File: config.mk
export PLATFORM = sky130hd
export DESIGN_NAME = i8mac_seq_flat
export DESIGN_NICKNAME = d
export VERILOG_FILES = /design/src/rtl/i8mac_seq_if.sv /design/src/rtl/i8mac_seq.sv /design/src/flat_wrapper.sv
export SDC_FILE = /design/constraint.sdc
export NUM_CORES = 1
export LEC_CHECK = 0
export CAP_MARGIN = 20
export CORE_MARGIN = 1.5
export CORE_UTILIZATION = 30
export DETAILED_ROUTE_END_ITERATION = 10
export SLEW_MARGIN = 15
export SYNTH_ARGS = -nofsm -noshare
export SYNTH_HDL_FRONTEND = slang
export SYNTH_SLANG_ARGS = --single-unit
File: constraint.sdc
create_clock -name clk -period 4.29 [get_ports clk]
set_input_delay 1.287 -clock clk [delete_from_list [all_inputs] [get_ports clk]]
set_output_delay 1.287 -clock clk [all_outputs]
set_load 0.01 [all_outputs]
File: src/rtl/i8mac_seq_if.sv
// ----------------------------------------------------------------------------
// i8mac_seq_if
// Groups the signals of the MAC-lane sequencer:
//   layer control : start, depth, n_out, in_base, fil_base
//   memory/MAC in : rdy, acvalid
//   MAC control   : acl, aen, ivalid, ch
//   memory reads  : in_addr, fil_addr
//   status        : busy, done
// Modports:
//   master - the surrounding control/memory/MAC side
//   slave  - the sequencer
// ----------------------------------------------------------------------------
interface i8mac_seq_if #(
    parameter int AW = 20,
    parameter int DW = 12,
    parameter int NW = 12
);
    logic          start;
    logic [DW-1:0] depth;
    logic [NW-1:0] n_out;
    logic [AW-1:0] in_base;
    logic [AW-1:0] fil_base;
    logic          rdy;
    logic          acvalid;
    logic          acl;
    logic          aen;
    logic          ivalid;
    logic [AW-1:0] in_addr;
    logic [AW-1:0] fil_addr;
    logic [NW-1:0] ch;
    logic          busy;
    logic          done;

    modport master (
        output start, depth, n_out, in_base, fil_base, rdy, acvalid,
        input  acl, aen, ivalid, in_addr, fil_addr, ch, busy, done
    );

    modport slave (
        input  start, depth, n_out, in_base, fil_base, rdy, acvalid,
        output acl, aen, ivalid, in_addr, fil_addr, ch, busy, done
    );
endinterface

File: src/rtl/i8mac_seq.sv
// ----------------------------------------------------------------------------
// i8mac_seq
// Sequencer for one int8 per-channel quantized MAC lane. On start it walks
// n_out output channels; each channel gets one accumulator clear, depth MAC
// beats with input/filter read addresses, then DRAIN idle cycles so the MAC
// can finish bias add and requantize. Returned acvalid pulses are counted and
// done pulses once every channel result is back.
// Ports:
//   clk   - clock
//   reset - synchronous active-high reset
//   bus   - i8mac_seq_if slave modport (control, MAC and memory signals)
// ----------------------------------------------------------------------------
module i8mac_seq #(
    parameter int AW    = 20,
    parameter int DW    = 12,
    parameter int NW    = 12,
    parameter int DRAIN = 3
) (
    input  logic        clk,
    input  logic        reset,
    i8mac_seq_if.slave  bus
);
    localparam int CW = $clog2(DRAIN + 1);

    typedef enum logic [2:0] {
        S_IDLE, S_CLEAR, S_RUN, S_DRAIN, S_WAITV, S_DONE
    } state_t;

    state_t        state_q,    state_d;
    logic [DW-1:0] depth_q,    depth_d;
    logic [NW-1:0] n_out_q,    n_out_d;
    logic [AW-1:0] in_base_q,  in_base_d;
    logic [AW-1:0] fil_base_q, fil_base_d;
    logic [DW-1:0] k_q,        k_d;
    logic [NW-1:0] ch_q,       ch_d;
    // Running ch*depth, so the filter address needs an adder, not a multiplier.
    logic [AW-1:0] ch_off_q,   ch_off_d;
    logic [CW-1:0] drn_q,      drn_d;
    logic [NW-1:0] ret_q,      ret_d;
    logic [NW-1:0] ret_next;
    logic          busy;

    always_ff @(posedge clk) begin
        // NOTE: sequential state uses non-blocking assignments only, so every
        // register samples the pre-edge value of its neighbours.
        if (reset) begin
            state_q    <= S_IDLE;
            depth_q    <= '0;
            n_out_q    <= '0;
            in_base_q  <= '0;
            fil_base_q <= '0;
            k_q        <= '0;
            ch_q       <= '0;
            ch_off_q   <= '0;
            drn_q      <= '0;
            ret_q      <= '0;
        end else begin
            state_q    <= state_d;
            depth_q    <= depth_d;
            n_out_q    <= n_out_d;
            in_base_q  <= in_base_d;
            fil_base_q <= fil_base_d;
            k_q        <= k_d;
            ch_q       <= ch_d;
            ch_off_q   <= ch_off_d;
            drn_q      <= drn_d;
            ret_q      <= ret_d;
        end
    end

    assign busy = (state_q != S_IDLE);

    // A pulse in the same cycle as the WAITV check is counted first.
    assign ret_next = ret_q + NW'(bus.acvalid && busy);

    always_comb begin
        // NOTE: every signal gets a default before the case, so no path
        // leaves one unassigned and no latch is inferred.
        state_d    = state_q;
        depth_d    = depth_q;
        n_out_d    = n_out_q;
        in_base_d  = in_base_q;
        fil_base_d = fil_base_q;
        k_d        = k_q;
        ch_d       = ch_q;
        ch_off_d   = ch_off_q;
        drn_d      = drn_q;
        ret_d      = ret_next;
        bus.acl    = 1'b0;
        bus.aen    = 1'b0;
        bus.ivalid = 1'b0;
        bus.done   = 1'b0;

        case (state_q)
            S_IDLE: begin
                if (bus.start) begin
                    depth_d    = bus.depth;
                    n_out_d    = bus.n_out;
                    in_base_d  = bus.in_base;
                    fil_base_d = bus.fil_base;
                    k_d        = '0;
                    ch_d       = '0;
                    ch_off_d   = '0;
                    drn_d      = '0;
                    ret_d      = '0;
                    state_d    = (bus.depth == '0 || bus.n_out == '0) ? S_DONE : S_CLEAR;
                end
            end
            S_CLEAR: begin
                bus.acl = 1'b1;
                if (bus.rdy) begin
                    k_d     = '0;
                    state_d = S_RUN;
                end
            end
            S_RUN: begin
                bus.aen    = 1'b1;
                bus.ivalid = 1'b1;
                if (bus.rdy) begin
                    k_d = k_q + 1'b1;
                    if (k_q == depth_q - 1'b1) begin
                        drn_d   = '0;
                        state_d = S_DRAIN;
                    end
                end
            end
            S_DRAIN: begin
                if (bus.rdy) begin
                    drn_d = drn_q + 1'b1;
                    if (drn_q == CW'(DRAIN - 1)) begin
                        if (ch_q == n_out_q - 1'b1) begin
                            state_d = S_WAITV;
                        end else begin
                            ch_d     = ch_q + 1'b1;
                            ch_off_d = ch_off_q + AW'(depth_q);
                            state_d  = S_CLEAR;
                        end
                    end
                end
            end
            S_WAITV: begin
                if (ret_next >= n_out_q) state_d = S_DONE;
            end
            S_DONE: begin
                bus.done = 1'b1;
                state_d  = S_IDLE;
            end
            default: state_d = S_IDLE;
        endcase
    end

    // Address outputs are combinational from registered counters; they are
    // only meaningful in RUN but always resolve to defined values.
    assign bus.in_addr  = in_base_q + AW'(k_q);
    assign bus.fil_addr = fil_base_q + ch_off_q + AW'(k_q);
    assign bus.ch       = ch_q;
    assign bus.busy     = busy;
endmodule

File: src/flat_wrapper.sv
// flat-port wrapper written by rule: the top's interface ports become plain ports
module i8mac_seq_flat 
#(
    parameter int AW    = 20,
    parameter int DW    = 12,
    parameter int NW    = 12,
    parameter int DRAIN = 3
)
  (clk, reset, bus_start, bus_depth, bus_n_out, bus_in_base, bus_fil_base, bus_rdy, bus_acvalid, bus_acl, bus_aen, bus_ivalid, bus_in_addr, bus_fil_addr, bus_ch, bus_busy, bus_done);
  i8mac_seq_if #(.AW(AW), .DW(DW), .NW(NW)) bus_i ();
  input  logic clk;
  input  logic reset;
  input wire logic [$bits(bus_i.start)-1:0] bus_start;
  input wire logic [$bits(bus_i.depth)-1:0] bus_depth;
  input wire logic [$bits(bus_i.n_out)-1:0] bus_n_out;
  input wire logic [$bits(bus_i.in_base)-1:0] bus_in_base;
  input wire logic [$bits(bus_i.fil_base)-1:0] bus_fil_base;
  input wire logic [$bits(bus_i.rdy)-1:0] bus_rdy;
  input wire logic [$bits(bus_i.acvalid)-1:0] bus_acvalid;
  output wire logic [$bits(bus_i.acl)-1:0] bus_acl;
  output wire logic [$bits(bus_i.aen)-1:0] bus_aen;
  output wire logic [$bits(bus_i.ivalid)-1:0] bus_ivalid;
  output wire logic [$bits(bus_i.in_addr)-1:0] bus_in_addr;
  output wire logic [$bits(bus_i.fil_addr)-1:0] bus_fil_addr;
  output wire logic [$bits(bus_i.ch)-1:0] bus_ch;
  output wire logic [$bits(bus_i.busy)-1:0] bus_busy;
  output wire logic [$bits(bus_i.done)-1:0] bus_done;
  assign bus_i.start = bus_start;
  assign bus_i.depth = bus_depth;
  assign bus_i.n_out = bus_n_out;
  assign bus_i.in_base = bus_in_base;
  assign bus_i.fil_base = bus_fil_base;
  assign bus_i.rdy = bus_rdy;
  assign bus_i.acvalid = bus_acvalid;
  assign bus_acl = bus_i.acl;
  assign bus_aen = bus_i.aen;
  assign bus_ivalid = bus_i.ivalid;
  assign bus_in_addr = bus_i.in_addr;
  assign bus_fil_addr = bus_i.fil_addr;
  assign bus_ch = bus_i.ch;
  assign bus_busy = bus_i.busy;
  assign bus_done = bus_i.done;
  i8mac_seq #(.AW(AW), .DW(DW), .NW(NW), .DRAIN(DRAIN)) u_core (.clk(clk), .reset(reset), .bus(bus_i));
endmodule
==> impl_metrics.toml, run 1 <==
[setup_path]
worstPathArrival_ns = 3.29
start_kind = "register"
rr_endpoint = "u_core.state_q[0]"
reg2regPathDepth = 15
crit_start = "u_core.ch_off_q[1]"
path_class = "reg2out"
r2r_slack_ns = 0.94
cp-end-kind = "output port"
r2r_start = "u_core.state_q[0]"
path_max_fanout = 2
worstPathRequired_ns = 3.00

[timing]
final-hold-violation-count = 0
setup_viol = 5
rsz0062_at_grt = "yes"
final_max_slew_viol_count = 0
finalCritPeriodShare_pct = 107
layout_setup_ws_ns = -0.292
slew_headroom_pct = 44.4
min_period_ns = 4.58
skew_ns = 0.0102
worst_pin_slew_ns = 0.835
fmax_ghz = 0.218

[clock_network]
numCtsBuffers = 17
cts-root-buf = "clkbuf_16"
clk_pin_slew_ns = 0.06
clockBufferDepth = 2
insertion_delay_ns = 0.43
cts_tree = "yes"
htree_levels = 4
cts.sinks = 125

[drt]
vias = 7851
drc = 0
first_iter_violations = 498
vias_per_cell = 4.86
wl_per_cell_um = 14.5
postRouteAntennaNets = 0
drt-pass1-iter-count = 5
wirelength_um = 23400

[min_path]
hold_depth = 2
min_to = "u_core.fil_base_q[0]"
holdCritStartpoint = "u_core.fil_base_q[0]"
min_path_type = "reg2reg"

[die]
fp-row-count = 60
core_area_sq_um = 27100
die_w_um = 170
die_y_um = 170
ios = 126
die_area_sq_um = 28800
start_util_pct = 30.8

[synthesis]
seq_area_frac_synth_pct = 30.0
syn_avg_cell_area_sq_um = 7.82
synthFlopType = "dfxtp_1"
synth-edff-count = 0
synth-async-reset-ratio_pct = 0
synth_area_sq_um = 8350
synthCells = 1067
ys_ff_latch = 125
ys_types = 61
yosys_warnings = 0
syn-num-nets = 1219

[status]
violations = "negative setup slack"
status = "finished, violations left"

[pwr]
pwr-share-comb_pct = 32.1
sw_frac_of_total_pct = 34.1
power_density_nw_per_um2 = 392
power_frac_clock_pct = 35.8
sequentialPowerShare_pct = 32.1
irDropWorstVdd_v = 0.000281
p_leak_nw = 4.73
internal_power_mw = 2.88
switchingPower_mw = 1.49

[placed_design]
place_ws_ns = -0.389
place_hpwl_um = 17600
placed_cells = 1575
routabilityCongestion = 0.840
io_buffers = 125

[global_route]
antenna_found_initial = 0
track_usage_pct = 16.5
grt_pass1_wl_um = 37700
grt_overflow_total = 0
grt_pass1_vias = 7442
grt_max_degree = 75

[layout]
layout_common_cells = "186 x nand2_1, 114 x dfxtp_1, 110 x a21oi_1"
seqCellArea_sq_um = 2520
final_common_cell = "nand2_1"
nNetsFinal = 1383
area_delta_synth_final_pct = 33.6
multiInputGateArea_sq_um = 5670
drive_gt1_share_pct = 13.0
instances_no_fill = 1616
num-fill-cells = 2790
num_antenna_cells = 0

[job]
maxCapViolCount = 0
[worst max-delay path by stage]
stage	depth (start not counted)	endpoint
3_3_place_gp	13	bus_fil_addr[17]
4_1_cts	14	bus_fil_addr[19]
5_1_grt	14	bus_fil_addr[19]
2_1_floorplan	14	bus_fil_addr[19]
6_report	14	bus_fil_addr[19]
3_5_place_dp	13	bus_fil_addr[17]
[power by group through the flow]
| stage | registers, mW | clock network (mW) | logic, mW |
|---|---|---|---|
| 6_report | 1.40 | 1.57 | 1.40 |
| 5_1_grt | 1.42 | 1.66 | 1.56 |
| 4_1_cts | 1.40 | 1.61 | 1.41 |
| 3_5_place_dp | 1.42 | 0 | 1.42 |
| 3_3_place_gp | 1.42 | 0 | 1.41 |
| 2_1_floorplan | 1.37 | 0 | 0.920 |
[stage by stage]
step,hold WS [ns],TNS (ns),power [mW],utilization [%],area [sq um]
after floorplan,0.436,0,2.29,-,8350
after global placement,0.448,-0.962,2.83,38.0,10300
after detailed placement,0.449,-1.23,2.84,38.0,10300
after CTS,0.457,-0.854,4.41,40.7,11000
after global routing,0.476,-1.43,4.64,41.1,11200
final,0.459,-0.672,4.37,41.1,11200
[sequential cells by signal, summed over array words and instances, names as in the netlist, 3 cells and up]
register	count
u_core.in_base_q	20
u_core.k_q	12
u_core.ret_q	12
u_core.depth_q	12
u_core.bus.ch	12
u_core.fil_base_q	20
u_core.state_q	3
u_core.ch_off_q	20
u_core.n_out_q	12
[repair_timing]
action | in CTS | in global routing
endpoints found under the setup margin | 27 | 20
pin swaps | 15 | 25
hold buffers | 0 | 0
setup buffers | 6 | 3
resized for setup | 81 | 35
[kinds of logic after synthesis]
logic type	Yosys count	share of synthesized area (%)
XOR/XNOR	88	9.24
flip-flops	125	30.0
buffers and inverters	93	4.32
AND/OR/NAND/NOR	441	24.9
multiplexers	16	1.92
AO/OA/AOI/OAI	221	15.8
adder cells (fa/ha/maj)	83	13.8
[critical path, cell delays in order, from the launching register on]
cell       delay [ns]
dfxtp_2          0.33
fa_1             0.54
ha_2             0.18
inv_2            0.04
fa_2             0.36
nor2b_4          0.17
o2111ai_4        0.13
nand3_2          0.11
buf_6            0.09
a311o_1          0.21
nand2_1          0.09
a21oi_2          0.18
mux2i_1          0.21
nand4_1          0.08
buf_2            0.15
[synthesized netlist by cell type, drive strengths merged, types with 10 or more instances]
master,instances,area (sq um)
xnor2,55,482
inv,48,180
nand4,16,100
mux2i,16,160
fa,15,300
or3,14,92.6
dfxtp,125,2500
and2,14,87.6
nand2,187,702
a21oi,119,599
ha,68,851
nor4,16,100
a31oi,13,81.3
clkbuf,35,133
and3,19,119
nor2,68,255
nor2b,12,75.1
o21ai,26,130
buf,10,47.5
or4,11,86.3
nor3,28,140
nand3,34,170
xor2,33,289
[layer usage]
layer  wire length [um]  GRT usage (%)  part of all wire, %
met5                  0              0                    0
met4                406           5.04                  1.7
met3                880           3.13                  3.8
met2              11100           27.9                   47
met1              11000           21.3                   47
[final cells by class]
cell class,instances,share of cell area (%)
clock inverters,15,1.89
multi-input cells,849,50.8
clock buffers,17,3.82
inverters,48,1.62
repair buffers,190,15.1
well taps,372,4.17
flip-flops and latches,125,22.6
Note: power is estimated with default switching activity, not from simulation.
==> run 2, diff against run 1 <==
--- a/config.mk
+++ b/config.mk
@@ -9,6 +9,7 @@
 export CORE_MARGIN = 1.5
 export CORE_UTILIZATION = 30
 export DETAILED_ROUTE_END_ITERATION = 10
+export SETUP_SLACK_MARGIN = 0.3
 export SLEW_MARGIN = 15
 export SYNTH_ARGS = -nofsm -noshare
 export SYNTH_HDL_FRONTEND = slang
==> run 2 against run 1 <==
Against the previous run: the run still ends with negative setup slack left; count of clock-buffer cells in the layout stayed put; die area did not move; clock skew barely moved; register-to-register slack barely moved; sequential power barely moved; final cell count is 0.74% higher; largest cell class unchanged.
==> impl_metrics.toml, run 2 (synthesis gave the netlist of run 1 again) <==
[layout]
final_common_cell = "nand2_1"
multiInputGateArea_sq_um = 5860
area_delta_synth_final_pct = 36.6
final_util_pct = 42.1
nNetsFinal = 1395
largest_registers = "u_core.ch_off_q x20, u_core.fil_base_q x20, u_core.in_base_q x20"
layout_common_cells = "184 x nand2_1, 113 x dfxtp_1, 110 x a21oi_1"
seqCellArea_sq_um = 2520
drive_gt1_share_pct = 16.8
num_antenna_cells = 0
num-fill-cells = 2771
final_cell_area_sq_um = 11400

[timing]
worst_pin_slew_ns = 0.852
layout_setup_ws_ns = -0.288
slew_headroom_pct = 43.2
final_max_slew_viol_count = 0
fmax_ghz = 0.218
min_period_ns = 4.58
final-hold-violation-count = 0
setup_viol = 5
skew_ns = 0.0103
rsz0062_at_grt = "yes"
finalCritPeriodShare_pct = 107

[global_route]
grt_pass1_wl_um = 38200
grt_max_degree = 75
track_usage_pct = 16.8
grt_overflow_total = 0
antenna_found_initial = 0
grt_pass1_vias = 7493

[min_path]
min_path_type = "reg2reg"

[pwr]
fin_total_pwr_mw = 4.40
power_density_nw_per_um2 = 386
p_leak_nw = 4.77
irDropWorstVdd_v = 0.000282

[setup_path]
worstPathRequired_ns = 3.00
crit_slowest_cell = "fa_1"
cp-end-kind = "output port"
path_cells = "fa_1, ha_2, inv_2, fa_2, nor2b_4, o2111ai_4, nand3_2, buf_6, a311o_1, nand2_1, a21oi_2, mux2i_1, nand4_1, buf_2"
path_max_fanout = 2
worstPathArrival_ns = 3.29
start_kind = "register"
path_class = "reg2out"
cp_slowest_stage_delay_ns = 0.54

[drt]
first_iter_violations = 508
vias = 7957
wirelength_um = 23900
postRouteAntennaNets = 0
drc = 0
wl_per_cell_um = 14.7
vias_per_cell = 4.89
drt-pass1-iter-count = 5

[clock_network]
clk_pin_slew_ns = 0.06
htree_levels = 4
cts.sinks = 125
numCtsBuffers = 17
clockBufferDepth = 2
cts_tree = "yes"
cts-hold-fix-buffers = 0
cts-root-buf = "clkbuf_16"
insertion_delay_ns = 0.43

[die]
die_area_sq_um = 28800
core_area_sq_um = 27100
fp-row-count = 60
start_util_pct = 30.8
die_y_um = 170
die_w_um = 170
ios = 126

[placed_design]
place_ws_ns = -0.389
io_buffers = 125
placed_area_sq_um = 10300
routabilityCongestion = 0.840
place_hpwl_um = 17600

[job]
maxCapViolCount = 0

[status]
status = "finished, violations left"
violations = "negative setup slack"
## run 2: cell types whose count changed in the layout (fill, tap and decap cells not counted), sizes merged
cell,delta
dlymetal6s2s,-5
dlygate4sd2,-2
buf,+23
clkdlybuf4s15,-2
clkdlybuf4s50,-4
clkbuf,+2
## run 2: power breakdown
| part | total, mW | internal, mW | switching (mW) |
|---|---|---|---|
| registers | 1.41 | 1.27 | 0.137 |
| clock network | 1.57 | 0.981 | 0.589 |
| logic | 1.43 | 0.636 | 0.789 |
| total | 4.40 | 2.89 | 1.51 |
## run 2: path summary, 6_finish.rpt
kind / endpoint / cells after the start / slack [ns] / from
worst max register to register: u_core.bus.ch[10] / 10 / 0.95 / u_core.n_out_q[0]
worst min register to register: u_core.fil_base_q[0] / 2 / 0.46 / u_core.fil_base_q[0]
worst max-delay path: bus_fil_addr[19] / 14 / -0.29 / u_core.ch_off_q[1]
worst min-delay path: u_core.fil_base_q[0] / 2 / 0.46 / u_core.fil_base_q[0]
## run 2: through the flow
step	setup TNS, ns	hold slack [ns]	std cells
floorplan	0	0.436	1067
global placement	-0.962	0.448	1575
detailed placement	-1.23	0.449	1575
CTS	-1.01	0.457	1619
global route	-1.88	0.476	1628
finish	-0.967	0.459	1628
## run 2: critical path, delay by kind of cell, from the launching register on
| kind | cells | cell delay, ns |
|---|---|---|
| AOI/OAI and AO/OA | 3 | 0.52 |
| adders and majority gates | 3 | 1.10 |
| buffers and inverters | 3 | 0.28 |
| DFF | 1 | 0.33 |
| muxes | 1 | 0.21 |
| and+or+nand+nor | 4 | 0.43 |
## run 2: final cells by class
class | instances | share of cell area (%)
well taps | 372 | 4.08
multi-input cells | 849 | 51.4
repair buffers | 202 | 15.3
inverters | 48 | 1.60
clock buffers | 17 | 3.73
clock inverters | 15 | 1.84
flip-flops and latches | 125 | 22.1
## run 2: layer usage
layer	vias to the layer above	GRT usage, %	share of wire (%)
met1	3702	21.8	47
met5	-	0	0
met4	0	5.04	1.9
met3	27	3.15	3.8
li1	4083	-	-
met2	145	28.1	48
## run 2: repair_timing
action,4_1_cts,5_1_grt
buffers inserted,12,9
endpoints found under the setup margin,30,27
resized for setup,149,48
pin swaps,27,34
==> run 3, diff against run 2 <==
==> constraint.sdc (replaced) <==
create_clock -name clk -period 4.29 [get_ports clk]
set_input_delay 0.6435 -clock clk [delete_from_list [all_inputs] [get_ports clk]]
set_output_delay 0.6435 -clock clk [all_outputs]
set_load 0.01 [all_outputs]
==> run 3 against run 2 <==
Against the previous run: the run now ends clean; clock skew is 0.0014 ns lower; critical path depth is 1 lower; critical endpoint is now bus_fil_addr[17]; non-clock buffer count is 51 lower; largest power group unchanged; critical path type unchanged; combinational power is 3% lower; worst setup slack better by 0.64 ns; count of clock-buffer cells in the layout is 3 higher.
==> impl_metrics.toml, run 3 (synthesis gave the netlist of run 1 again) <==
[status]
status = "completed"

[layout]
nNetsFinal = 1344
largest_registers = "u_core.ch_off_q x20, u_core.fil_base_q x20, u_core.in_base_q x20"
area_delta_synth_final_pct = 29.0
num_antenna_cells = 0
num-fill-cells = 2782
layout_common_cells = "186 x nand2_1, 119 x dfxtp_1, 112 x clkdlybuf4s50_1"
drive_gt1_share_pct = 8.46
final_common_cell = "nand2_1"

[timing]
hold-worst-slack_ns = 0.460
fin_setup_tns_ns = 0
slew_headroom_pct = 34.0
setup_viol = 0
rsz0062_at_grt = "yes"
worst_pin_slew_ns = 0.986
final_max_slew_viol_count = 0
final-hold-violation-count = 0
skew_ns = 0.00896
fmax_ghz = 0.254
finalCritPeriodShare_pct = 91.7
min_period_ns = 3.93

[min_path]
holdCritStartpoint = "u_core.in_base_q[11]"
min_path_type = "reg2reg"

[drt]
first_iter_violations = 430
vias_per_cell = 4.97
postRouteAntennaNets = 0
vias = 7839
wirelength_um = 23400
drt-pass1-iter-count = 5
wl_per_cell_um = 14.8
drc = 0

[clock_network]
clockBufferDepth = 2
insertion_delay_ns = 0.43
cts.sinks = 125
clk_pin_slew_ns = 0.06
cts_tree = "yes"
cts-hold-fix-buffers = 0
cts-root-buf = "clkbuf_16"
htree_levels = 4
numCtsBuffers = 17

[die]
ios = 126
die_w_um = 170
core_area_sq_um = 27100
die_area_sq_um = 28800
fp-row-count = 60
die_y_um = 170
start_util_pct = 30.8

[global_route]
track_usage_pct = 16.6
grt_max_degree = 74
grt_pass1_vias = 7569
grt_overflow_total = 0
antenna_found_initial = 1
grt_pass1_wl_um = 37800

[setup_path]
crit_buf_inv = 3
crit_family = "adder cells"
path_max_fanout = 3
path_class = "reg2out"
cp-end-kind = "output port"
crit_start = "u_core.fil_base_q[1]"
worstPathArrival_ns = 3.29
path_cells = "fa_1, ha_2, inv_1, fa_2, nor2b_4, o2111ai_4, nand3_2, a311o_1, nand2_1, a21oi_2, buf_4, xor2_1, buf_2"
r2r_start = "u_core.n_out_q[0]"
worstPathRequired_ns = 3.65
cp_slowest_stage_delay_ns = 0.56
crit_slowest_cell = "fa_1"
start_kind = "register"

[pwr]
p_leak_nw = 4.42
irDropWorstVdd_v = 0.000278
power_density_nw_per_um2 = 390

[placed_design]
io_buffers = 125
routabilityCongestion = 0.840
place_hpwl_um = 17500

[job]
maxCapViolCount = 0
[run 3: cell types whose count changed in the layout (fill, tap and decap cells not counted), moves of 8 or more]
cell             change
buf_2               -20
ha_4                 -8
buf_4               -40
clkdlybuf4s50_1     +19
ha_1                 +9
buf_6               -10
[run 3: final timing paths]
| check | cells past startpoint | slack [ns] | end |
|---|---|---|---|
| setup / recovery | 13 | 0.36 | bus_fil_addr[17] |
| hold / removal | 2 | 0.46 | u_core.in_base_q[11] |
| setup reg to reg | 10 | 0.85 | u_core.bus.ch[10] |
| hold reg to reg | 2 | 0.46 | u_core.in_base_q[11] |
[run 3: worst reg2reg max path: cells and delay by family (launching register included)]
family	cells	cell delay [ns]
AO/OA/AOI/OAI	4	1.13
buffers and inverters	2	0.33
XOR/XNOR	1	0.24
AND/OR/NAND/NOR	2	0.64
adder cells (fa/ha/maj)	1	0.41
flip-flops	1	0.58
[run 3: final cells by class]
cell class              count  area [sq um]  share of cell area (%)
clock buffers              20           467                    4.33
inverters                  48           180                    1.67
well taps                 372           465                    4.32
flip-flops and latches    125          2510                    23.3
repair buffers            151          1430                    13.2
multi-input cells         849          5610                    52.1
clock inverters            12           113                    1.05
[run 3: report_power, final]
part	switching (mW)	total (mW)	internal, mW
sequential	0.134	1.40	1.27
clock	0.571	1.41	0.844
combinational	0.771	1.38	0.608
total	1.48	4.20	2.72
[run 3: per-stage QoR]
step | power, mW | cell area (sq um) | instances | utilization (%) | setup slack, ns
after floorplan | 2.29 | 8350 | 1067 | - | 0.978
after global placement | 2.80 | 10000 | 1539 | 37.0 | 0.231
after detailed placement | 2.81 | 10000 | 1539 | 37.0 | 0.227
after CTS | 4.25 | 10700 | 1573 | 39.4 | 0.176
after global routing | 4.47 | 10800 | 1577 | 39.7 | 0.201
final | 4.20 | 10800 | 1577 | 39.7 | 0.356
[run 3: what timing repair did]
action                                  4_1_cts  5_1_grt
endpoints found under the setup margin       14       19
setup buffers                                 2        4
resized for setup                            25       28
endpoints found under the hold margin         0        0
pin swaps                                     7       11
gates cloned                                  0        0
[run 3: routing by layer]
metal / up-vias / track usage [%] / part of all wire (%)
met5: - / 0 / 0.038
met4: 2 / 4.62 / 1.5
met3: 22 / 3.36 / 3.7
met2: 146 / 28.6 / 49
met1: 3688 / 21.0 / 46
li1: 3981 / - / -
==> variant 1 (config.mk and constraints of run 1) <==
`NW` is set to 12 in 3 places; all go to 13.
--- a/src/rtl/i8mac_seq_if.sv
+++ b/src/rtl/i8mac_seq_if.sv
@@ -13,7 +13,7 @@
 interface i8mac_seq_if #(
     parameter int AW = 20,
     parameter int DW = 12,
-    parameter int NW = 12
+    parameter int NW = 13
 );
     logic          start;
     logic [DW-1:0] depth;
--- a/src/rtl/i8mac_seq.sv
+++ b/src/rtl/i8mac_seq.sv
@@ -13,7 +13,7 @@
 module i8mac_seq #(
     parameter int AW    = 20,
     parameter int DW    = 12,
-    parameter int NW    = 12,
+    parameter int NW    = 13,
     parameter int DRAIN = 3
 ) (
     input  logic        clk,
--- a/src/flat_wrapper.sv
+++ b/src/flat_wrapper.sv
@@ -3,7 +3,7 @@
 #(
     parameter int AW    = 20,
     parameter int DW    = 12,
-    parameter int NW    = 12,
+    parameter int NW    = 13,
     parameter int DRAIN = 3
 )
   (clk, reset, bus_start, bus_depth, bus_n_out, bus_in_base, bus_fil_base, bus_rdy, bus_acvalid, bus_acl, bus_aen, bus_ivalid, bus_in_addr, bus_fil_addr, bus_ch, bus_busy, bus_done);
Interface: changed (resized bus_ch and bus_n_out); port bits go from 126 to 128. The function was not compared with the original's and may differ.
==> variant 1 against run 1 <==
The run still ends with negative setup slack left; setup slack got worse by 0.15 ns; utilization fell by 0.45 points; routed wire length rose by 6.8%; cell area rose by 2.0%; final cell count rose by 2.5%; hold slack got worse by 0.0034 ns; synthesized area rose by 2.7%; sequential cell count rose by 3; non-clock buffer count rose by 13; total power rose by 11%; clock power fell by 10%; critical endpoint unchanged; highest routed layer unchanged.
==> variant 1: results (changes against run 1) <==
| Metric | Value |
|---|---|
| Post-synthesis compound-gate area fraction | 18.2% (+2.4 points) |
| Dpl cell area | 10600 um^2 (+3.0%) |
| Setup violations, final | 9 (+4) |
| Initial antenna violation count | 1 (+1) |
| Final net count | 1419 (+2.6%) |
| Setup TNS | -1.93 ns (-1.26 ns) |
| Cells taking the most area after synthesis | dfxtp_1, ha_1, nand2_1, a21oi_1, xnor2_1 |
| Vias in the first global route | 7682 (+3.2%) |
| M2 GR Usage | 28.6% (+0.69 points) |
| Synth cell count leaders | nand2_1, dfxtp_1, a21oi_1, ha_1, nor2_1 |
| M3 GR Usage | 3.43% (+0.31 points) |
| Gate power share | 38.9% (+6.8 points) |
| Hold WS | 0.455 ns (-0.00342 ns) |
| Worst Path Max Fanout | 3 (+1) |
| Met1 Use GR | 22.3% (+1.1 points) |
| CP arrival | 3.45 ns (+0.16 ns) |
| Pwr Density | 425 nW/um^2 (+8.5%) |
| Vias | 8275 (+5.4%) |
| Routed met1 length | 11500 um (+4.4%) |
| Adder-cell share of the synthesized area | 13.6% (-0.22 points) |
| DR WL/cell | 15.1 um (+4.2%) |
| Routed met2 length | 12300 um (+11%) |
| Violated checks | negative setup slack |
| Xor/xnor share of the synthesized area | 8.89% (-0.35 points) |
| Switching Fraction | 38.6% (+4.4 points) |
| Register area share after synthesis | 29.9% (-0.092 points) |
| Run status | finished with violations |
| Gate Count Post-Synth | 1089 (+2.1%) |
| Port bufs | 127 (+1.6%) |
| Post-synthesis mux area share | 0.642% (-1.3 points) |
| Worst setup margin | -0.444 ns (-0.152 ns) |
| First-pass GRT wire length | 39600 um (+5.2%) |
## variant 1: cell types whose count changed after synthesis, sizes merged, moves of 5 or more
cell,delta
nor3b,+6
o21ai,+10
mux2i,-12
nor3,-5
or3,+7
a22oi,+8
nand2,+8
a21o,+5
xor2,-5
nor4,-6
o211ai,+10
inv,-7
a31oi,-7
## variant 1: worst max-delay path: stages (launching register included)
cell,delay [ns]
dfxtp_2,0.33
fa_1,0.47
ha_2,0.21
inv_2,0.05
fa_2,0.20
nor2b_2,0.05
o31a_1,0.25
o31a_1,0.28
a22o_1,0.24
a31o_4,0.24
a211o_1,0.27
a21oi_2,0.15
xnor2_1,0.12
buf_2,0.14
## variant 1: area by class of cell
| cell class | instances | area (um^2) |
|---|---|---|
| tap | 378 | 473 |
| clock inverter | 15 | 139 |
| clock buffer | 17 | 425 |
| timing repair buffer | 203 | 1800 |
| inverter | 41 | 154 |
| antenna | 1 | 2.50 |
| fill | 2887 | 16600 |
| multi-input combinational | 874 | 5810 |
| sequential | 128 | 2570 |
## variant 1: repair_timing
item                       4_1_cts  5_1_grt
gates resized for setup         93       24
pin swaps                       31       19
setup buffers                    7        6
setup endpoints to repair       25       23
## variant 1: worst max-delay path by stage
| stage | cells after the start | slack [ns] | startpoint | endpoint |
|---|---|---|---|---|
| 2_1_floorplan | 12 | 0.04 | u_core.k_q[1] | bus_fil_addr[19] |
| 3_3_place_gp | 13 | -0.53 | u_core.ch_off_q[1] | bus_fil_addr[19] |
| 3_5_place_dp | 13 | -0.55 | u_core.ch_off_q[1] | bus_fil_addr[19] |
| 4_1_cts | 13 | -0.53 | u_core.ch_off_q[1] | bus_fil_addr[19] |
| 5_1_grt | 13 | -0.58 | u_core.ch_off_q[1] | bus_fil_addr[19] |
| 6_report | 13 | -0.44 | u_core.ch_off_q[1] | bus_fil_addr[19] |
==> variant 2 (flow settings as in run 1) <==
Made on the original files. Take the reset off `k_q` and `ch_q` and load them in a clocked block of their own.
--- a/src/rtl/i8mac_seq.sv
+++ b/src/rtl/i8mac_seq.sv
@@ -49,8 +49,6 @@
             n_out_q    <= '0;
             in_base_q  <= '0;
             fil_base_q <= '0;
-            k_q        <= '0;
-            ch_q       <= '0;
             ch_off_q   <= '0;
             drn_q      <= '0;
             ret_q      <= '0;
@@ -60,12 +58,15 @@
             n_out_q    <= n_out_d;
             in_base_q  <= in_base_d;
             fil_base_q <= fil_base_d;
-            k_q        <= k_d;
-            ch_q       <= ch_d;
             ch_off_q   <= ch_off_d;
             drn_q      <= drn_d;
             ret_q      <= ret_d;
         end
+    end
+
+    always_ff @(posedge clk) begin
+        k_q  <= k_d;
+        ch_q <= ch_d;
     end
 
     assign busy = (state_q != S_IDLE);
Behaviour: differs if reset is asserted again (counterexample within 4 cycles, from zero or initial values and one cycle with reset high); with reset held inactive, the same outputs for 4 cycles.
==> variant 2 against run 1 <==
The flow still finishes with violations (negative setup slack); fmax shrank 4.8%; sequential cell count unchanged; sequential share of layout area rose by 1.2 points; routed wire length is 9.0% higher; total power up 33%; synthesized area increased by 3.0%; setup slack got worse by 0.23 ns; cell area grew 3.5%; largest cell class unchanged; highest routed layer unchanged.
==> variant 2: results (changes against run 1) <==
| Metric | Value |
|---|---|
| Run status | finished with violations |
| Worst Path Max Fanout | 3 (+1) |
| Clkbuf count | 19 (+2) |
| Place WS | -0.652 ns (-0.263 ns) |
| PostCTS Resize Cnt | 103 (+27%) |
| Multi-input logic area | 5790 um^2 (+2.2%) |
| Post-Layout Cell Count | 1602 (-0.87%) |
| DR WL/cell | 15.9 um (+10%) |
| Relative slew slack | 47.9% (+3.5 points) |
| Setup TNS | -3.37 ns (-2.69 ns) |
| Adder-cell share of the synthesized area | 13.4% (-0.40 points) |
| M2 GR Usage | 29.7% (+1.8 points) |
| Violated checks | negative setup slack |
| Pwr Density | 504 nW/um^2 (+29%) |
| Pin count of the biggest net entering global routing | 68 (-9.3%) |
| Register area share after synthesis | 31.9% (+1.9 points) |
| Setup violations, final | 11 (+6) |
| Routed met1 length | 11600 um (+5.2%) |
| First-pass GRT wire length | 40500 um (+7.4%) |
| Data buffer area share | 15.3% (+0.18 points) |
| Worst setup margin | -0.525 ns (-0.233 ns) |
| FF-to-FF setup slack | 1.11 ns (+0.17 ns) |
| Post-synthesis compound-gate area fraction | 18.2% (+2.4 points) |
| Dpl hpwl | 19000 um (+8.0%) |
| Met3 wire len | 971 um (+10%) |
| Vias in the first global route | 7848 (+5.5%) |
[variant 2: cell count changes in the layout (fill, tap and decap cells not counted), sizes merged, moves of 9 or more]
cell	change
a211oi	+9
a21oi	-15
a22o	+10
edfxtp	+24
xnor2	-9
nand2	-20
buf	+21
dfxtp	-24
nor2	-13
mux2i	-11
xor2	+10
[variant 2: worst paths after layout]
path | to | startpoint | depth (start not counted)
setup reg to reg | u_core.state_q[0] | u_core.state_q[0] | 14
hold / removal | u_core.in_base_q[11] | u_core.in_base_q[11] | 2
setup / recovery | bus_fil_addr[17] | u_core.k_q[1] | 14
hold reg to reg | u_core.in_base_q[11] | u_core.in_base_q[11] | 2
[variant 2: where the power goes]
| part | switching [W] | internal [W] |
|---|---|---|
| Combinational | 0.00146 | 0.00128 |
| Sequential | 0.000227 | 0.00140 |
| Clock | 0.000592 | 0.000858 |
| Total | 0.00228 | 0.00353 |
